`src/rtl/cache_pkg.sv`:
```
`default_nettype none
// ============================================================================
// Module      : cache_pkg
// Description : Shared cache definitions: default geometry of the tag store,
//               FSM state encoding for the tag-store sequencer, and a
//               one-hot to binary index helper.
// Revision    : 1.0 - initial release
// ============================================================================
package cache_pkg;

  // Default tag-store geometry
  localparam int c_cache_ways  = 4;
  localparam int c_cache_sets  = 8;
  localparam int c_cache_tag_w = 24;

  // Tag-store sequencer states
  localparam int         c_state_w  = 1;
  localparam logic [0:0] c_st_idle  = 1'b0;
  localparam logic [0:0] c_st_clear = 1'b1;

  // Index of the lowest set bit of a one-hot vector (up to 8 ways).
  // Returns 0 for an all-zero input.
  function automatic int unsigned onehot_to_idx(input logic [7:0] oh);
    int unsigned idx;
    idx = 0;
    for (int i = 7; i >= 0; i--) begin
      if (oh[i]) idx = unsigned'(i);
    end
    return idx;
  endfunction

endpackage
`default_nettype wire

```
`src/rtl/lru_age_update.sv`:
```
`default_nettype none
// ============================================================================
// Module      : lru_age_update
// Description : Combinational true-LRU age update for one set. The accessed
//               way becomes age 0, ways younger than the accessed way's old
//               age get one older, all others keep their age. An all-zero
//               access vector leaves every age unchanged.
// Ports       : i_ages   - current packed ages, way w at [w*AGE_W +: AGE_W]
//               i_access - one-hot accessed way
//               o_ages   - next packed ages
// Revision    : 1.0 - initial release
// ============================================================================
module lru_age_update #(
  parameter int WAYS  = 4,
  parameter int AGE_W = 2
) (
  input  logic [WAYS*AGE_W-1:0] i_ages,
  input  logic [WAYS-1:0]       i_access,
  output logic [WAYS*AGE_W-1:0] o_ages
);

  // Old age of the accessed way (OR-select, access is one-hot)
  logic [AGE_W-1:0] w_old_age;

  always_comb begin
    w_old_age = '0;
    for (int w = 0; w < WAYS; w++) begin
      if (i_access[w]) w_old_age = w_old_age | i_ages[w*AGE_W +: AGE_W];
    end
  end

  for (genvar w = 0; w < WAYS; w++) begin : g_way
    logic [AGE_W-1:0] w_age;
    assign w_age = i_ages[w*AGE_W +: AGE_W];
    assign o_ages[w*AGE_W +: AGE_W] = i_access[w]          ? '0 :
                                      (w_age < w_old_age)  ? w_age + AGE_W'(1) :
                                                             w_age;
  end

endmodule
`default_nettype wire

```
`src/rtl/tag_array_nway.sv`:
```
`default_nettype none
// ============================================================================
// Module      : tag_array_nway
// Description : N-way set-associative tag store with registered lookup, hit
//               detection, true-LRU victim selection, refill and dirty-mark
//               writes, and an invalidate-all sequencer (one set per cycle).
// Ports       : clk/resetn          - clock, async active-low reset
//               ready               - idle, requests accepted only when high
//               lookup_*            - lookup request (set, tag)
//               resp_valid, hit, hit_way, victim_* - registered lookup result
//               refill_*            - tag write to one way of a set
//               mark_dirty_en, mark_* - set dirty bit of one way
//               inv_all             - invalidate-all pulse
// Config      : TAG_ARRAY_DIRTY_EN  - when defined, dirty bits are stored;
//               otherwise victim_dirty is 0 and dirty inputs are ignored.
// Revision    : 1.0 - initial release
// ============================================================================
module tag_array_nway
  import cache_pkg::*;
#(
  parameter int WAYS  = c_cache_ways,
  parameter int SETS  = c_cache_sets,
  parameter int TAG_W = c_cache_tag_w,
  parameter int IDX_W = $clog2(SETS),
  parameter int AGE_W = $clog2(WAYS)
) (
  input  logic             clk,
  input  logic             resetn,
  output logic             ready,
  input  logic             lookup_valid,
  input  logic [IDX_W-1:0] lookup_idx,
  input  logic [TAG_W-1:0] lookup_tag,
  output logic             resp_valid,
  output logic             hit,
  output logic [WAYS-1:0]  hit_way,
  output logic [WAYS-1:0]  victim_way,
  output logic             victim_valid,
  output logic             victim_dirty,
  output logic [TAG_W-1:0] victim_tag,
  input  logic             refill_en,
  input  logic [IDX_W-1:0] refill_idx,
  input  logic [WAYS-1:0]  refill_way,
  input  logic [TAG_W-1:0] refill_tag,
  input  logic             refill_dirty,
  input  logic             mark_dirty_en,
  input  logic [IDX_W-1:0] mark_idx,
  input  logic [WAYS-1:0]  mark_way,
  input  logic             inv_all
);

  function automatic logic [WAYS*AGE_W-1:0] f_age_init();
    logic [WAYS*AGE_W-1:0] a;
    for (int w = 0; w < WAYS; w++) a[w*AGE_W +: AGE_W] = AGE_W'(w);
    return a;
  endfunction

  // Cleared set: way w gets age w, so way WAYS-1 is the first LRU victim
  localparam logic [WAYS*AGE_W-1:0] c_age_init = f_age_init();

  // Storage
  logic [TAG_W-1:0]      r_tag   [SETS][WAYS];
  logic [WAYS-1:0]       r_valid [SETS];
  logic [WAYS*AGE_W-1:0] r_age   [SETS];

  logic [c_state_w-1:0]  r_state;
  logic [IDX_W-1:0]      r_clr_cnt;

  logic                  r_resp_valid, r_hit, r_victim_valid, r_victim_dirty;
  logic [WAYS-1:0]       r_hit_way, r_victim_way;
  logic [TAG_W-1:0]      r_victim_tag;

  logic                  w_ready, w_lookup_acc, w_refill_acc, w_hit, w_found;
  logic [WAYS-1:0]       w_match, w_victim, w_set_valid;
  logic [WAYS*AGE_W-1:0] w_set_age, w_lookup_age, w_refill_age;
  logic [AGE_W-1:0]      w_victim_idx;
  logic                  w_victim_dirty;

  assign w_ready      = (r_state == c_st_idle);
  assign w_lookup_acc = w_ready && lookup_valid;
  assign w_refill_acc = w_ready && refill_en;

  assign w_set_valid  = r_valid[lookup_idx];
  assign w_set_age    = r_age[lookup_idx];

  for (genvar w = 0; w < WAYS; w++) begin : g_match
    assign w_match[w] = w_set_valid[w] && (r_tag[lookup_idx][w] == lookup_tag);
  end
  assign w_hit = |w_match;

  // Victim: lowest invalid way, else the oldest way
  always_comb begin
    w_victim = '0;
    w_found  = 1'b0;
    for (int w = 0; w < WAYS; w++) begin
      if (!w_set_valid[w] && !w_found) begin
        w_victim[w] = 1'b1;
        w_found     = 1'b1;
      end
    end
    if (!w_found) begin
      for (int w = 0; w < WAYS; w++) begin
        if (w_set_age[w*AGE_W +: AGE_W] == AGE_W'(WAYS-1)) w_victim[w] = 1'b1;
      end
    end
  end

  assign w_victim_idx = AGE_W'(onehot_to_idx(8'(w_victim)));

  lru_age_update #(.WAYS(WAYS), .AGE_W(AGE_W)) u_lru_lookup (
    .i_ages   (w_set_age),
    .i_access (w_match),
    .o_ages   (w_lookup_age)
  );

  lru_age_update #(.WAYS(WAYS), .AGE_W(AGE_W)) u_lru_refill (
    .i_ages   (r_age[refill_idx]),
    .i_access (refill_way),
    .o_ages   (w_refill_age)
  );

`ifdef TAG_ARRAY_DIRTY_EN
  logic [WAYS-1:0] r_dirty [SETS];
  logic            w_mark_acc;
  logic [WAYS-1:0] w_refill_dirty;

  assign w_mark_acc     = w_ready && mark_dirty_en;
  assign w_victim_dirty = |(r_dirty[lookup_idx] & w_victim & w_set_valid);

  // Refill set's dirty vector, folding in a mark to the same set so that
  // a mark of the way being refilled still lands.
  assign w_refill_dirty = (r_dirty[refill_idx] & ~refill_way)
                        | ({WAYS{refill_dirty}} & refill_way)
                        | ((w_mark_acc && (mark_idx == refill_idx))
                           ? (mark_way & (r_valid[refill_idx] | refill_way)) : '0);

  always_ff @(posedge clk) begin
    if (r_state == c_st_clear) begin
      r_dirty[r_clr_cnt] <= '0;
    end else begin
      if (w_refill_acc) r_dirty[refill_idx] <= w_refill_dirty;
      if (w_mark_acc && !(w_refill_acc && (mark_idx == refill_idx)))
        r_dirty[mark_idx] <= r_dirty[mark_idx] | (mark_way & r_valid[mark_idx]);
    end
  end
`else
  logic w_unused_dirty;
  assign w_unused_dirty = ^{refill_dirty, mark_dirty_en, mark_idx, mark_way};
  assign w_victim_dirty = 1'b0;
`endif

  // Sequencer
  always_ff @(posedge clk or negedge resetn) begin
    if (!resetn) begin
      r_state   <= c_st_clear;
      r_clr_cnt <= '0;
    end else begin
      case (r_state)
        c_st_idle: begin
          if (inv_all) begin
            r_state   <= c_st_clear;
            r_clr_cnt <= '0;
          end
        end
        default: begin
          r_clr_cnt <= r_clr_cnt + IDX_W'(1);
          if (r_clr_cnt == IDX_W'(SETS-1)) r_state <= c_st_idle;
        end
      endcase
    end
  end

  // Tag/valid/age storage. Refill owns the age update when it targets the
  // same set as a hitting lookup.
  always_ff @(posedge clk) begin
    if (r_state == c_st_clear) begin
      r_valid[r_clr_cnt] <= '0;
      r_age[r_clr_cnt]   <= c_age_init;
    end else begin
      if (w_refill_acc) begin
        for (int w = 0; w < WAYS; w++) begin
          if (refill_way[w]) r_tag[refill_idx][w] <= refill_tag;
        end
        r_valid[refill_idx] <= r_valid[refill_idx] | refill_way;
        r_age[refill_idx]   <= w_refill_age;
      end
      if (w_lookup_acc && w_hit && !(w_refill_acc && (refill_idx == lookup_idx)))
        r_age[lookup_idx] <= w_lookup_age;
    end
  end

  // Registered lookup result, held until the next accepted lookup
  always_ff @(posedge clk or negedge resetn) begin
    if (!resetn) begin
      r_resp_valid   <= 1'b0;
      r_hit          <= 1'b0;
      r_hit_way      <= '0;
      r_victim_way   <= '0;
      r_victim_valid <= 1'b0;
      r_victim_dirty <= 1'b0;
      r_victim_tag   <= '0;
    end else begin
      r_resp_valid <= w_lookup_acc;
      if (w_lookup_acc) begin
        r_hit          <= w_hit;
        r_hit_way      <= w_match;
        r_victim_way   <= w_victim;
        r_victim_valid <= |(w_victim & w_set_valid);
        r_victim_dirty <= w_victim_dirty;
        r_victim_tag   <= r_tag[lookup_idx][w_victim_idx];
      end
    end
  end

  assign ready        = w_ready;
  assign resp_valid   = r_resp_valid;
  assign hit          = r_hit;
  assign hit_way      = r_hit_way;
  assign victim_way   = r_victim_way;
  assign victim_valid = r_victim_valid;
  assign victim_dirty = r_victim_dirty;
  assign victim_tag   = r_victim_tag;

endmodule
`default_nettype wire
```
`config.mk`:
```
export PLATFORM = sky130hd
export DESIGN_NAME = tag_array_nway
export DESIGN_NICKNAME = d
export VERILOG_FILES = /design/src/rtl/cache_pkg.sv /design/src/rtl/lru_age_update.sv /design/src/rtl/tag_array_nway.sv
export SDC_FILE = /design/constraint.sdc
export NUM_CORES = 1
export LEC_CHECK = 0
export CAP_MARGIN = 20
export CORE_MARGIN = 2
export CORE_UTILIZATION = 45
export DETAILED_ROUTE_END_ITERATION = 6
export HOLD_SLACK_MARGIN = 0.05
export PLACE_DENSITY_LB_ADDON = 0.1
export SLEW_MARGIN = 10
export SYNTH_ARGS = -nofsm -noshare
export SYNTH_HDL_FRONTEND = slang
export SYNTH_HIERARCHICAL = 1
export SYNTH_SLANG_ARGS = --single-unit
```
`constraint.sdc`:
```
create_clock -name clk -period 4.35 [get_ports clk]
set_clock_uncertainty 0.1 [all_clocks]
set_input_delay 1.0875 -clock clk [delete_from_list [all_inputs] [get_ports clk]]
set_output_delay 1.0875 -clock clk [all_outputs]
set_load 0.01 [all_outputs]
```
==> results.md, run 1 <==
- Status: finished with violations
- Failing checks: negative setup slack
- Endpoints failing setup: 126
- Largest area contributor in the netlist: edfxtp_1
- Chip width: 299 um
- Residual DRC: 0
- Root buffer cell: clkbuf_16
- Initial antenna violation count: 2
- Most common cell in the netlist: edfxtp_1
- Total grt overflow: 0
- Largest net degree at the start of global routing: 46
- Htree depth: 3
- Worst Hold Class: input pin to asynchronous set/reset pin
- GRT Resource Usage Total: 28.9%
- Die area: 89100 sq um
- Most frequent cells after synthesis: edfxtp_1, mux2i_1, mux4_2
- Slowest-stage cell, CP: xor2_1
- Critical Path AT: 4.90 ns
- Die Y: 299 um
- Mean number of vias per cell: 6.03
- Post-Synthesis Cells: 2253
- FP Rows: 108
- Total Power: 22.4 mW
- Synth warnings: 6
- Netlist cell types: 91
- CP Cell Sequence: buf_8 -> buf_12 -> nor2b_2 -> buf_12 -> buf_4 -> a22oi_1 -> a22oi_1 -> xor2_1 -> nand4_1 -> nor4_4 -> and2_4 -> a221oi_4 -> buf_12 -> ha_4 -> nor3b_4 -> xnor2_1 -> nor2_1 -> buf_4 -> mux2_2
- Leakage: 17.3 nW
- Reg area: 26900 sq um
- Drt pass-1 iters: 5
- Post-route worst setup slack: -0.235 ns
- Pre-CTS WS: -1.25 ns
- Startpoint Class: input pin
- Share of cells above drive strength 1: 35.4%
- Yosys reg bits: 903
- First-pass GRT wire length: 182000 um
- Core area: 86300 sq um
- Buffer levels on the longest clock path: 3
- Worst rel slew slack: 27.2%
- Post-synth top area share: 66.5%
- Starting Density: 45.2%
- Final hold vios: 0
- Quantity of hold-fixing buffers added after cts: 0
- Ys async rst share: 4.32%
- Final wirelength: 130000 um
- F_max: 218 MHz
- Hold slack: 0.297 ns
- Post-synth EDFFs: 864
- Most repeated library cell on the critical path: buf_12
- Clock-pin transition on the worst setup and hold timing paths: 0.06 ns
- PwrDens: 452 nW/um^2
- CP required: 4.66 ns
- Post-synthesis area per instance: 17.3 sq um
- DP HPWL: 85900 um
- Fin util: 57.4%
- Multi-input gate area: 12100 sq um
- Ys flop type: edfxtp_1
- Antenna diodes: 0
- Antenna viol nets, final: 0
- Critical path's largest stage delay: 0.42 ns
- Least-Margin Pin Slew: 1.09 ns
- Cell Area, Synth: 39000 sq um
- Fin. max-slew vios: 0
- Post-route minimum period: 4.59 ns
- RSZ-0062 raised after global routing: true
- Ports: 109
- Vias in the first global route: 24300
- Max-cap violations: 0
- Crit end category: flop
- Crit Path Class: input pin to flop
- # fillers: 6654
- Worst ir drop on vdd: 0.368 mV
- # port buffers: 98
- Top cells by area, synth: edfxtp_1, mux4_2, mux2i_1, mux2_2, dfrtp_1
- Final period util: 105%
- Post-Syn Nets: 2335
- Clk_lat worst skew: 0.67 ns
- Clock sink count: 903
- Non-Filler Instances: 4076
- Max Fanout on Critical Path: 19
- Post-layout nets: 2925
- Drt wl/cell: 31.8 um
- Seq/Total Area, Yosys: 69.0%
- Area grow syn2layout: 27.0%
- Gpl congestion: 0.965
- CTS Buf Count: 94
- Via count: 24600
- TritonCTS clock tree: built
- DR iter-0 viols: 2657
- DP Cell Count: 3870
==> layer usage <==
metal	part of all wire [%]	track usage, %
met5	0.010	0
met4	3.5	9.98
met3	7.9	4.88
met2	47	46.4
met1	41	40.2
==> state kept, by name, indices dropped and copies added, names as in the netlist <==
name          cells
r_tag           768
r_age            64
r_valid          32
victim_tag       24
hit_way           4
victim_way        4
r_clr_cnt         3
hit               1
r_state           1
resp_valid        1
victim_valid      1
==> area by class of cell <==
class	instances	area share, %
Clock buffer	118	5.01
Clock inverter	56	1.11
Inverter	7	0.0682
Multi-Input combinational cell	1215	24.4
Sequential cell	903	54.3
Tap cell	1155	2.92
Timing Repair Buffer	622	12.2
==> kinds of logic after synthesis <==
logic type,synth area share [%]
AO/OA/AOI/OAI,6.51
XOR/XNOR,2.15
adder cells (fa/ha/maj),0.321
buffers and inverters,2.26
flip-flops,69.0
multiplexers,14.6
other,0.00961
AND/OR/NAND/NOR,5.17
==> critical path: cells and delay by family <==
kind	cells	cell delay, ns
buffers and inverters	6	1.02
adder cells (fa/ha/maj)	1	0.25
XOR/XNOR	2	0.56
AO/OA/AOI/OAI	3	0.46
multiplexers	1	0.27
AND/OR/NAND/NOR	6	1.23
==> final timing paths <==
kind | from | end | slack (ns) | cells after the start
setup / recovery | lookup_idx[2] | r_age[3][3]$_DFFE_PP_ | -0.24 | 19
hold / removal | resetn | r_clr_cnt[1]$_DFFE_PN0P_ | 0.30 | 1
setup reg to reg | r_tag[6][77]$_DFFE_PP_ | r_age[3][3]$_DFFE_PP_ | 0.24 | 15
hold reg to reg | hit_way[0]$_DFFE_PN0P_ | hit_way[0]$_DFFE_PN0P_ | 0.36 | 2
max in group asynchronous | resetn | victim_tag[4]$_DFFE_PN0P_ | 2.95 | 2
min in group clk | hit_way[0]$_DFFE_PN0P_ | hit_way[0]$_DFFE_PN0P_ | 0.36 | 2
==> report_power, final <==
part           leakage, nW  internal [mW]  switching, mW
Sequential            8.22           10.1          0.330
Clock                 1.48           4.59           3.34
Combinational         7.58           1.80           2.26
==> metrics by stage <==
stage               instance area, sq um  TNS (ns)
floorplan                          39300    -50.36
global placement                   45600   -148.94
detailed placement                 45600   -154.14
CTS                                49200     -8.63
global route                       49600    -21.45
finish                             49600    -14.08
==> timing repair <==
| item | in CTS | in global routing |
|---|---|---|
| cloned | 4 | 0 |
| setup buffers | 14 | 6 |
| pin swaps | 20 | 29 |
| gates resized for setup | 58 | 42 |
| endpoints found under the setup margin | 152 | 150 |
==> placed cells by master, fill, tap and decap left out, types with 13 or more instances in the layout <==
cell type	netlist	final
edfxtp_1	864	864
buf_4	17	430
mux2i_1	170	164
mux4_2	121	121
clkbuf_16	0	97
clkdlybuf4s50_1	0	92
nand2_1	84	81
nor2_1	103	64
buf_12	1	64
xnor2_1	67	62
a22oi_1	57	56
a21oi_1	58	54
mux2_2	99	52
mux2_4	1	48
o22ai_1	40	39
dfrtp_1	38	38
nor2_4	0	34
a221oi_1	36	32
o21ai_0	29	27
xor2_1	29	26
clkinv_1	1	24
nand3_1	26	24
a22o_1	23	23
clkbuf_1	42	22
nand2b_1	21	20
clkinv_2	0	17
and2_1	16	14
nor4_4	11	13
Power figures use the tool's default switching activity.
==> inputs of run 2 (changes only) <==
--- a/config.mk
+++ b/config.mk
@@ -10,7 +10,6 @@
 export CORE_UTILIZATION = 45
 export DETAILED_ROUTE_END_ITERATION = 6
 export HOLD_SLACK_MARGIN = 0.05
-export PLACE_DENSITY_LB_ADDON = 0.1
 export SLEW_MARGIN = 10
 export SYNTH_ARGS = -nofsm -noshare
 export SYNTH_HDL_FRONTEND = slang
==> run 2 against run 1 <==
Against the previous run:
- the run still ends with negative setup slack left
- critical path depth increased by 1
- sequential share of layout area shrank 0.64 points
- global-route usage is 0.28 points higher
- count of clock-buffer cells in the layout increased by 3
- final area is 1.2% higher
- fmax shrank 2.7%
- hold slack better by 0.078 ns
- total power rose by 0.24%
- die area stayed put
- critical path type unchanged
- highest routed layer unchanged
==> results.md, run 2 (same netlist as run 1, synthesis figures left out) <==
- Initial antenna violation count: 3
- DP HPWL: 85300 um
- TritonCTS clock tree: built
- # fillers: 6490
- Dpl cell area: 45200 sq um
- Worst Path Buf+Inv: 7
- HP Start: hit_way[3]$_DFFE_PN0P_
- Setup slack, reg-to-reg: 0.17 ns
- Post-layout nets: 2952
- DP Cell Count: 3847
- Crit Path Class: input pin to flop
- Residual DRC: 0
- FP Rows: 108
- Final wirelength: 132000 um
- Total grt overflow: 0
- Min-Delay Endpoint: hit_way[3]$_DFFE_PN0P_
- Antenna viol nets, final: 0
- Share of cells above drive strength 1: 36.9%
- Max Fanout on Critical Path: 8
- Reg2reg end: r_age[3][7]$_DFFE_PP_
- Post-route minimum period: 4.71 ns
- CP required: 4.66 ns
- Hold slack: 0.375 ns
- CP Cell Sequence: buf_16 -> buf_12 -> buf_12 -> buf_12 -> buf_12 -> nand2b_1 -> mux4_2 -> a21oi_2 -> and4b_1 -> nand4_2 -> nor4_4 -> buf_4 -> a22o_4 -> a221oi_4 -> buf_6 -> ha_4 -> nor3b_4 -> xnor2_2 -> nor2_4 -> mux2_4
- Regs by FF count: r_tag (768), r_age (64), r_valid (32)
- Mean number of vias per cell: 6.08
- CTS Buf Count: 95
- Critical Path AT: 5.02 ns
- Drt wl/cell: 32.2 um
- DR top layer: met5
- Failing checks: negative setup slack
- GRT Resource Usage Total: 29.2%
- Critical path's largest stage delay: 0.52 ns
- Clock sink count: 903
- Post-route worst setup slack: -0.363 ns
- Via count: 25000
- Area grow syn2layout: 28.5%
- Leakage: 17.6 nW
- Endpoints failing setup: 119
- Slowest-stage cell, CP: mux4_2
- Final hold vios: 0
- Final period util: 108%
- Clock-pin transition on the worst setup and hold timing paths: 0.06 ns
- Worst rel slew slack: 27.3%
- Non-Filler Instances: 4108
- Startpoint Class: input pin
- Largest register FFs: 768
- Crit end category: flop
- Most frequent cells in the layout: edfxtp_1, buf_4, mux2i_1
- Die Y: 299 um
- Starting Density: 45.2%
- # port buffers: 98
- Most common cell after layout, fill and taps aside: edfxtp_1
- Ports: 109
- PwrDens: 448 nW/um^2
- Die area: 89100 sq um
- Final setup TNS: -27.46 ns
- Beginning of the worst register-to-register path: r_tag[2][95]$_DFFE_PP_
- Status: finished with violations
- Delay-heaviest family, CP: buffers and inverters
- Vias in the first global route: 24500
- Chip width: 299 um
- Clk_lat worst skew: 0.68 ns
- Buffer levels on the longest clock path: 3
- Htree depth: 3
- WL met1: 53800 um
- Root buffer cell: clkbuf_16
- First-pass GRT wire length: 183000 um
- Most repeated library cell on the critical path: buf_12
- Max-cap violations: 0
- Hold Path Stages: 2
- Gpl congestion: 0.954
- DR iter-0 viols: 3076
- RSZ-0062 raised after global routing: true
- Pre-CTS WS: -1.39 ns
- Worst Reg-to-Reg Cells: 15
- Fin util: 58.1%
- Least-Margin Pin Slew: 1.09 ns
- Worst Hold Class: flop to flop
- Met3 wire len: 11000 um
- Core area: 86300 sq um
- Largest net degree at the start of global routing: 46
- Largest Register: r_tag
- Quantity of hold-fixing buffers added after cts: 0
- F_max: 212 MHz
- Fin. max-slew vios: 0
- Met2 WL: 62300 um
- Post-route cell area: 50200 sq um
- Total Power: 22.5 mW
- Worst Setup SP: lookup_idx[1]
- Worst ir drop on vdd: 0.407 mV
- Drt pass-1 iters: 6
==> run 2: changes by cell type in the layout (fill, tap and decap cells not counted), moves of 5 or more <==
cell	delta
mux2_4	+18
mux2_2	-17
buf_8	+13
buf_4	+6
clkbuf_16	+7
xnor2_2	+8
xnor2_1	-10
clkinv_2	+6
buf_12	-5
buf_6	+10
==> run 2: power breakdown <==
part           total (mW)  internal (mW)  switching [mW]  leakage (nW)
registers            10.4           10.1           0.350          8.22
clock network        7.92           4.50            3.42          1.49
logic                4.10           1.82            2.29          7.86
==> run 2: final cells by class <==
type | count | area [sq um] | share of cell area, %
clock buffers | 121 | 2580 | 5.14
well taps | 1155 | 1450 | 2.88
inverters | 7 | 33.8 | 0.0673
clock inverters | 58 | 454 | 0.905
diodes | 1 | 2.50 | 0.00499
flip-flops and latches | 903 | 26900 | 53.7
multi-input cells | 1215 | 12400 | 24.7
repair buffers | 648 | 6360 | 12.7
==> run 2: repair_timing <==
| action | CTS | global route |
|---|---|---|
| cloned | 4 | 4 |
| hold endpoints to repair | 0 | 0 |
| pin swaps | 32 | 36 |
| setup endpoints to repair | 146 | 145 |
| resized for setup | 132 | 69 |
| setup buffers | 32 | 40 |
==> run 2: worst max path at each step <==
stage,depth (start not counted),to,slack [ns]
2_1_floorplan,16,r_age[0][7]$_DFFE_PP_,-0.58
3_3_place_gp,17,r_age[6][1]$_DFFE_PP_,-1.84
3_5_place_dp,16,r_age[5][7]$_DFFE_PP_,-1.39
4_1_cts,20,r_age[3][7]$_DFFE_PP_,-0.22
5_1_grt,20,r_age[1][7]$_DFFE_PP_,-0.36
6_report,20,r_age[3][7]$_DFFE_PP_,-0.36
==> run 2: metal layers <==
layer	track usage [%]	vias up
li1	-	10400
met1	41.2	13100
met2	46.6	1275
met3	4.21	246
met4	10.4	2
met5	0	-
==> run 2: worst min-delay path, cell delays in order (launching register included) <==
cell and delay, ns:
dfrtp_1 0.34, nand2_1 0.05, nand2_1 0.05
